**src/rtl/ef_spi_mc.sv**
```systemverilog
// rtl/ef_spi_mc.sv - FIFO-buffered SPI master with programmable frame length, bit order and chip selects
// Optional feature macro: EF_SPI_MC_LOOPBACK_EN (adds the loopback input; sampler takes mosi when set)

module ef_spi_mc_fifo #(
  parameter int DW  = 8,
  parameter int FAW = 4
) (
  input  logic          clk,
  input  logic          rst,
  input  logic          flush,
  input  logic          push,
  input  logic [DW-1:0] wdata,
  input  logic          pop,
  output logic [DW-1:0] rdata,
  output logic [FAW:0]  level,
  output logic          empty,
  output logic          full
);
  logic [DW-1:0]  mem [2**FAW];
  logic [FAW-1:0] wp, rp;
  logic           push_ok, pop_ok;

  assign empty   = (level == '0);
  assign full    = (level == {1'b1, {FAW{1'b0}}});
  assign pop_ok  = pop && !empty;
  assign push_ok = push && (!full || pop_ok);
  assign rdata   = empty ? '0 : mem[rp];

  // storage array, written only on accepted pushes
  always_ff @(posedge clk) begin
    if (push_ok && !flush && !rst) mem[wp] <= wdata;
  end

  // pointers and occupancy; flush overrides any same-cycle push/pop
  always_ff @(posedge clk) begin
    if (rst || flush) begin
      wp    <= '0;
      rp    <= '0;
      level <= '0;
    end else begin
      if (push_ok) wp <= wp + 1'b1;
      if (pop_ok)  rp <= rp + 1'b1;
      if (push_ok && !pop_ok)      level <= level + 1'b1;
      else if (pop_ok && !push_ok) level <= level - 1'b1;
    end
  end
endmodule

module ef_spi_mc #(
  parameter  int DW  = 8,
  parameter  int CDW = 8,
  parameter  int FAW = 4,
  parameter  int NCS = 2,
  localparam int LW  = $clog2(DW) + 1,
  localparam int CSW = $clog2(NCS)
) (
  input  logic           clk,
  input  logic           rst,
  input  logic           enable,
  input  logic           cpol,
  input  logic           cpha,
  input  logic           lsb_first,
  input  logic [LW-1:0]  frame_len,
  input  logic [CDW-1:0] clk_divider,
  input  logic [CSW-1:0] cs_sel,
  input  logic           cs_hold,
  input  logic           wr,
  input  logic [DW-1:0]  datai,
  input  logic           rd,
  output logic [DW-1:0]  datao,
  input  logic           rx_en,
  input  logic           tx_flush,
  input  logic           rx_flush,
  input  logic [FAW:0]   tx_threshold,
  input  logic [FAW:0]   rx_threshold,
  output logic           tx_empty,
  output logic           tx_full,
  output logic           tx_level_below,
  output logic [FAW:0]   tx_level,
  output logic           rx_empty,
  output logic           rx_full,
  output logic           rx_level_above,
  output logic [FAW:0]   rx_level,
  output logic           rx_ovf,
  output logic           busy,
`ifdef EF_SPI_MC_LOOPBACK_EN
  input  logic           loopback,
`endif
  input  logic           miso,
  output logic           mosi,
  output logic           sclk,
  output logic [NCS-1:0] csb
);
  localparam int IW = $clog2(DW);

  typedef enum logic [2:0] {S_IDLE, S_SETUP, S_XFER, S_HOLD, S_GAP} state_t;

  state_t         state;
  logic [CDW-1:0] cnt, div_s;
  logic           cpol_s, cpha_s, lsb_s, hold_s;
  logic [LW-1:0]  n_s, idx, len_in;
  logic [LW:0]    ecnt;
  logic [DW-1:0]  word_s, rx_sh, rx_word, tx_head;
  logic           rx_push, tick, start_idle, chain, tx_pop, sin;

  function automatic logic [LW-1:0] eff_len(input logic [LW-1:0] fl);
    if (fl == '0 || fl > LW'(DW)) return LW'(DW);
    return fl;
  endfunction

  // wire position of the i-th bit on the line for the active bit order
  function automatic logic [IW-1:0] bit_pos(input logic [LW-1:0] i, input logic [LW-1:0] n,
                                            input logic lsb);
    logic [LW-1:0] p;
    p = lsb ? i : n - i - 1'b1;
    return p[IW-1:0];
  endfunction

  function automatic logic [NCS-1:0] csb_dec(input logic [CSW-1:0] s);
    logic [NCS-1:0] v;
    v = '1;
    for (int i = 0; i < NCS; i++) if (int'(s) == i) v[i] = 1'b0;
    return v;
  endfunction

`ifdef EF_SPI_MC_LOOPBACK_EN
  assign sin = loopback ? mosi : miso;
`else
  assign sin = miso;
`endif

  assign tick       = (cnt == '0);
  assign len_in     = eff_len(frame_len);
  assign start_idle = (state == S_IDLE) && enable && !tx_empty && !tx_flush;
  assign chain      = (state == S_HOLD) && tick && hold_s && enable && !tx_empty && !tx_flush;
  assign tx_pop     = start_idle || chain;

  assign tx_level_below = (tx_level < tx_threshold);
  assign rx_level_above = (rx_level > rx_threshold);

  ef_spi_mc_fifo #(.DW(DW), .FAW(FAW)) u_tx (
    .clk(clk), .rst(rst), .flush(tx_flush), .push(wr), .wdata(datai), .pop(tx_pop),
    .rdata(tx_head), .level(tx_level), .empty(tx_empty), .full(tx_full)
  );

  ef_spi_mc_fifo #(.DW(DW), .FAW(FAW)) u_rx (
    .clk(clk), .rst(rst), .flush(rx_flush), .push(rx_push), .wdata(rx_word), .pop(rd),
    .rdata(datao), .level(rx_level), .empty(rx_empty), .full(rx_full)
  );

  // overrun flag: a completed frame arrives while the RX FIFO is full and not being drained
  always_ff @(posedge clk) begin
    if (rst) rx_ovf <= 1'b0;
    else     rx_ovf <= rx_push && rx_full && !rd && !rx_flush;
  end

  // frame sequencer: every state step lasts one half period, config latched at each frame start
  always_ff @(posedge clk) begin
    if (rst) begin
      state   <= S_IDLE;
      cnt     <= '0;
      div_s   <= '0;
      cpol_s  <= 1'b0;
      cpha_s  <= 1'b0;
      lsb_s   <= 1'b0;
      hold_s  <= 1'b0;
      n_s     <= '0;
      idx     <= '0;
      ecnt    <= '0;
      word_s  <= '0;
      rx_sh   <= '0;
      rx_word <= '0;
      rx_push <= 1'b0;
      sclk    <= 1'b0;
      mosi    <= 1'b0;
      csb     <= '1;
      busy    <= 1'b0;
    end else begin
      rx_push <= 1'b0;
      if (!tick) cnt <= cnt - 1'b1;
      case (state)
        S_IDLE: begin
          sclk <= cpol;
          csb  <= '1;
          busy <= 1'b0;
        end
        S_SETUP: if (tick) begin
          state <= S_XFER;
          cnt   <= div_s;
          ecnt  <= '0;
          idx   <= '0;
        end
        S_XFER: if (tick) begin
          cnt  <= div_s;
          sclk <= ~sclk;
          if (!ecnt[0]) begin
            if (cpha_s) mosi <= word_s[bit_pos(idx, n_s, lsb_s)];
            else        rx_sh[bit_pos(idx, n_s, lsb_s)] <= sin;
          end else begin
            if (cpha_s)                  rx_sh[bit_pos(idx, n_s, lsb_s)] <= sin;
            else if (idx + 1'b1 < n_s)   mosi <= word_s[bit_pos(idx + 1'b1, n_s, lsb_s)];
            idx <= idx + 1'b1;
          end
          if (ecnt == {n_s, 1'b0} - 1'b1) state <= S_HOLD;
          else                            ecnt  <= ecnt + 1'b1;
        end
        S_HOLD: if (tick) begin
          rx_push <= rx_en;
          rx_word <= rx_sh;
          cnt     <= div_s;
          if (!chain) begin
            state <= S_GAP;
            csb   <= '1;
          end
        end
        S_GAP: if (tick) begin
          state <= S_IDLE;
          busy  <= 1'b0;
        end
        default: state <= S_IDLE;
      endcase
      if (tx_pop) begin
        state  <= S_SETUP;
        busy   <= 1'b1;
        cnt    <= clk_divider;
        div_s  <= clk_divider;
        cpol_s <= cpol;
        cpha_s <= cpha;
        lsb_s  <= lsb_first;
        hold_s <= cs_hold;
        n_s    <= len_in;
        word_s <= tx_head;
        rx_sh  <= '0;
        sclk   <= cpol;
        if (start_idle) csb <= csb_dec(cs_sel);
        if (!cpha) mosi <= tx_head[bit_pos(LW'(0), len_in, lsb_first)];
      end
    end
  end
endmodule

```
**config.mk**
```make
export PLATFORM = sky130hd
export DESIGN_NAME = ef_spi_mc
export DESIGN_NICKNAME = d
export VERILOG_FILES = /design/src/rtl/ef_spi_mc.sv
export SDC_FILE = /design/constraint.sdc
export NUM_CORES = 1
export LEC_CHECK = 0
export ABC_AREA = 1
export CELL_PAD_IN_SITES_DETAIL_PLACEMENT = 0
export CELL_PAD_IN_SITES_GLOBAL_PLACEMENT = 2
export CORE_UTILIZATION = 36
export CTS_CLUSTER_DIAMETER = 60
export DETAILED_ROUTE_END_ITERATION = 6
export GPL_TIMING_DRIVEN = 0
export PLACE_DENSITY_LB_ADDON = 0.1
export SLEW_MARGIN = 20
export SYNTH_ARGS = -nofsm -noshare
export SYNTH_HDL_FRONTEND = slang
export SYNTH_SLANG_ARGS = --single-unit
```
**constraint.sdc**
```tcl
create_clock -name clk -period 2.8 [get_ports clk]
set_input_delay 0.28 -clock clk [delete_from_list [all_inputs] [get_ports clk]]
set_output_delay 0.28 -clock clk [all_outputs]
set_load 0.01 [all_outputs]
```
==> results.md <==
- Fillers: 4063
- Ratio of total power to cell area: 697 nW/um^2
- Syn_area_per_cell: 10.0 sq um
- HP Class: in -> reg
- Synth-to-layout area growth: 21.7%
- Pre-CTS setup slack: -0.886 ns
- RePlAce Congestion: 0.794
- Placed Instances: 2203
- Vias per Instance: 5.00
- All-Layer GR Usage: 19.9%
- # rows: 75
- First-pass GRT wire length: 66600 microns
- Non-filler cells, final: 2293
- Ys async rst share: 0%
- GRT overflow: 0
- Worst path required time: 3.25 ns
- Synth cell types: 45
- Post-route design area: 19000 sq um
- Crit-path max FO: 5
- Ant diodes: 0
- Critical Path AT: 3.11 ns
- Largest net degree at the start of global routing: 18
- Clock root buffer: clkbuf_16
- Peak VDD IR: 0.000354 V
- Clock Path Buffers: 3
- DRT Wirelength: 43000 microns
- Die area: 44200 sq um
- Worst r2r src: cnt[0]$_SDFF_PP0_
- Num CTS Buffers: 43
- Post-synth top flop: edfxtp_1
- Min-delay src: miso
- Leak Pwr: 7.24 nW
- DRC errors left: 0
- H-tree levels: 2
- Net count after synthesis: 1641
- Final antenna-violating net count: 0
- Setup WS post-layout: 0.147 ns
- Via count: 11500
- Vias in the first global route: 11400
- Hold depth: 3
- Setup crit end kind: register
- Worst Tran Pin Value: 0.957 ns
- Hold_buf cts: 0
- Period Utilization, post-route: 94.7%
- I/O pins: 74
- Finish-stage setup viols: 0
- Register area: 9710 sq um
- R2r worst-path depth: 21
- Minimum clock period: 2.65 ns
- Hold WS: 0.221 ns
- Clk_skew: 0.0287 ns
- Kind of critical path: reg -> reg
- Die height: 210 microns
- CTS tree: done
- Post-Syn Area: 15600 sq um
- Setup TNS: 0 ns
- Number of port buffers: 72
- DP Area: 17100 sq um
- Hold-critical path endpoint: rx_sh[6]$_SDFFE_PP0P_
- Nets@finish: 1769
- TritonRoute pass-1 iters: 5
- Reg2Reg Setup Slack: 0.15 ns
- Clock Sinks: 356
- Layout cells sized above 1: 11.4%
- Fin. Hold Viols: 0
- Initial Util: 36.9%
- Critical Path Source: cnt[0]$_SDFF_PP0_
- EDFF count, synth: 256
- CP startpoint kind: register
- Worst rel slew slack: 35.9%
- Core box area: 42300 sq um
- DP Wirelength: 29600 microns
- Clock latency on the worst-skew pair: 0.58 ns
- Initial antenna violation count: 0
- Outcome: finished clean
- Area of the multi-input gates: 5460 sq um
- RSZ-0062 raised after global routing: true
- Sequential area share after synthesis: 62.0%
- Commonest non-fill, non-tap cell in the layout: nand2_1
- Reg clk slew, reported paths: 0.06 ns
- Post-Syn Instances: 1554
- Wire per inst: 18.8 microns
- Warnings, synthesis: 0
- Synthesis-stage register bit count: 356
- Worst r2r dst: u_tx.level[4]$_SDFFE_PP0P_
- Starting DRT DRC Count: 711
- Commonest cells after routing, fill and taps aside: 271 x nand2_1, 256 x edfxtp_1, 168 x nor2_1
- Pins Over Slew Limit: 0
- Achievable frequency: 0.377 GHz
- Die Wd: 210 microns
- Max-cap violations: 0
state kept, by name, indices dropped and copies added, names as in the netlist, 5 cells and up, named ones only:
| signal | flops |
|---|---|
| cnt | 8 |
| div_s | 8 |
| ecnt | 5 |
| rx_sh | 8 |
| rx_word | 8 |
| u_rx.level | 5 |
| u_rx.mem | 128 |
| u_tx.level | 5 |
| u_tx.mem | 128 |
| word_s | 8 |
through the flow:
| step | power (mW) | util [%] |
|---|---|---|
| detailed placement | 7.24 | 40.4 |
| global placement | 7.24 | 40.4 |
| CTS | 13.4 | 44.7 |
| floorplan | 6.79 | - |
| finish | 13.2 | 44.9 |
| global route | 13.8 | 44.9 |
synthesized netlist by cell type (2+ instances only):
cell type	instances	area (sq um)
xnor2_1	8	70.1
fa_1	4	80.1
o21a_1	2	15.0
clkbuf_1	48	180
or2_2	2	12.5
nand4_1	6	37.5
nor2_1	186	698
a31oi_1	10	62.6
a21oi_1	70	350
o22ai_1	8	50.1
nor2_4	3	33.8
nand2_1	275	1030
o31ai_1	4	30.0
o21ai_0	136	681
nand2_2	8	50.1
inv_2	7	26.3
nand3_1	163	816
inv_1	106	398
edfxtp_1	256	7690
o221ai_1	24	210
clkinv_1	3	11.3
buf_2	11	55.1
xor2_1	10	87.6
nor2_2	2	12.5
nor3_2	5	50.1
ha_1	39	488
nor3_1	22	110
dfxtp_1	100	2000
nor3b_1	3	22.5
a211oi_1	13	97.6
buf_1	6	22.5
cell families after synthesis:
family | count (synthesis) | synth area share [%]
XOR/XNOR | 18 | 1.01
AO/OA/AOI/OAI | 274 | 10.0
flip-flops | 356 | 62.0
AND/OR/NAND/NOR | 682 | 18.9
buffers and inverters | 181 | 4.44
adder cells (fa/ha/maj) | 43 | 3.64
how the worst max path moves through the flow:
stage,endpoint,slack [ns]
floorplan,u_tx.level[4]$_SDFFE_PP0P_,0.03
global route,u_tx.level[4]$_SDFFE_PP0P_,-0.05
detailed placement,u_tx.mem[5][4]$_DFFE_PP_,-0.89
finish,u_tx.level[4]$_SDFFE_PP0P_,0.15
global placement,u_tx.mem[4][4]$_DFFE_PP_,-0.95
CTS,datao[2],-0.09
worst max-delay path: stages, from the launching register on:
cell	delay [ns]
dfxtp_1	0.31
inv_2	0.08
ha_4	0.15
nand4_4	0.12
nor2_4	0.16
nand2_4	0.08
o21ai_4	0.20
inv_6	0.07
nand2_4	0.07
nand2_4	0.08
inv_4	0.08
ha_4	0.16
inv_4	0.06
ha_4	0.22
nand2_1	0.06
nor2_1	0.05
a211oi_2	0.23
nand2_1	0.08
nand2_1	0.08
nor2_2	0.05
o21ai_1	0.11
a21oi_1	0.05
metal layers:
| layer | track usage [%] | vias to the layer above | part of all wire [%] |
|---|---|---|---|
| li1 | - | 5687 | - |
| met3 | 2.77 | 56 | 4.5 |
| met1 | 27.1 | 5466 | 46 |
| met4 | 6.22 | 0 | 2.1 |
| met5 | 0 | - | 0 |
| met2 | 32.8 | 251 | 47 |
timing repair:
item                       4_1_cts  5_1_grt
buffers inserted                10        2
gates resized for setup         91       28
setup endpoints to repair      144       74
pin swaps                       15        4
power breakdown:
group          internal, mW  switching [mW]  leakage [nW]
combinational         0.549           0.891          3.13
clock                  3.76            2.24         0.730
sequential             5.72          0.0900          3.38
total                  10.0            3.22          7.24
cell type report:
| class | count | share of cell area [%] |
|---|---|---|
| Sequential cell | 356 | 51.1 |
| Multi-Input combinational cell | 1017 | 28.7 |
| Timing Repair Buffer | 84 | 4.25 |
| Clock inverter | 23 | 1.92 |
| Tap cell | 577 | 3.80 |
| Buffer | 64 | 1.80 |
| Inverter | 116 | 2.37 |
| Clock buffer | 56 | 6.08 |
Power figures use the tool's default switching activity.
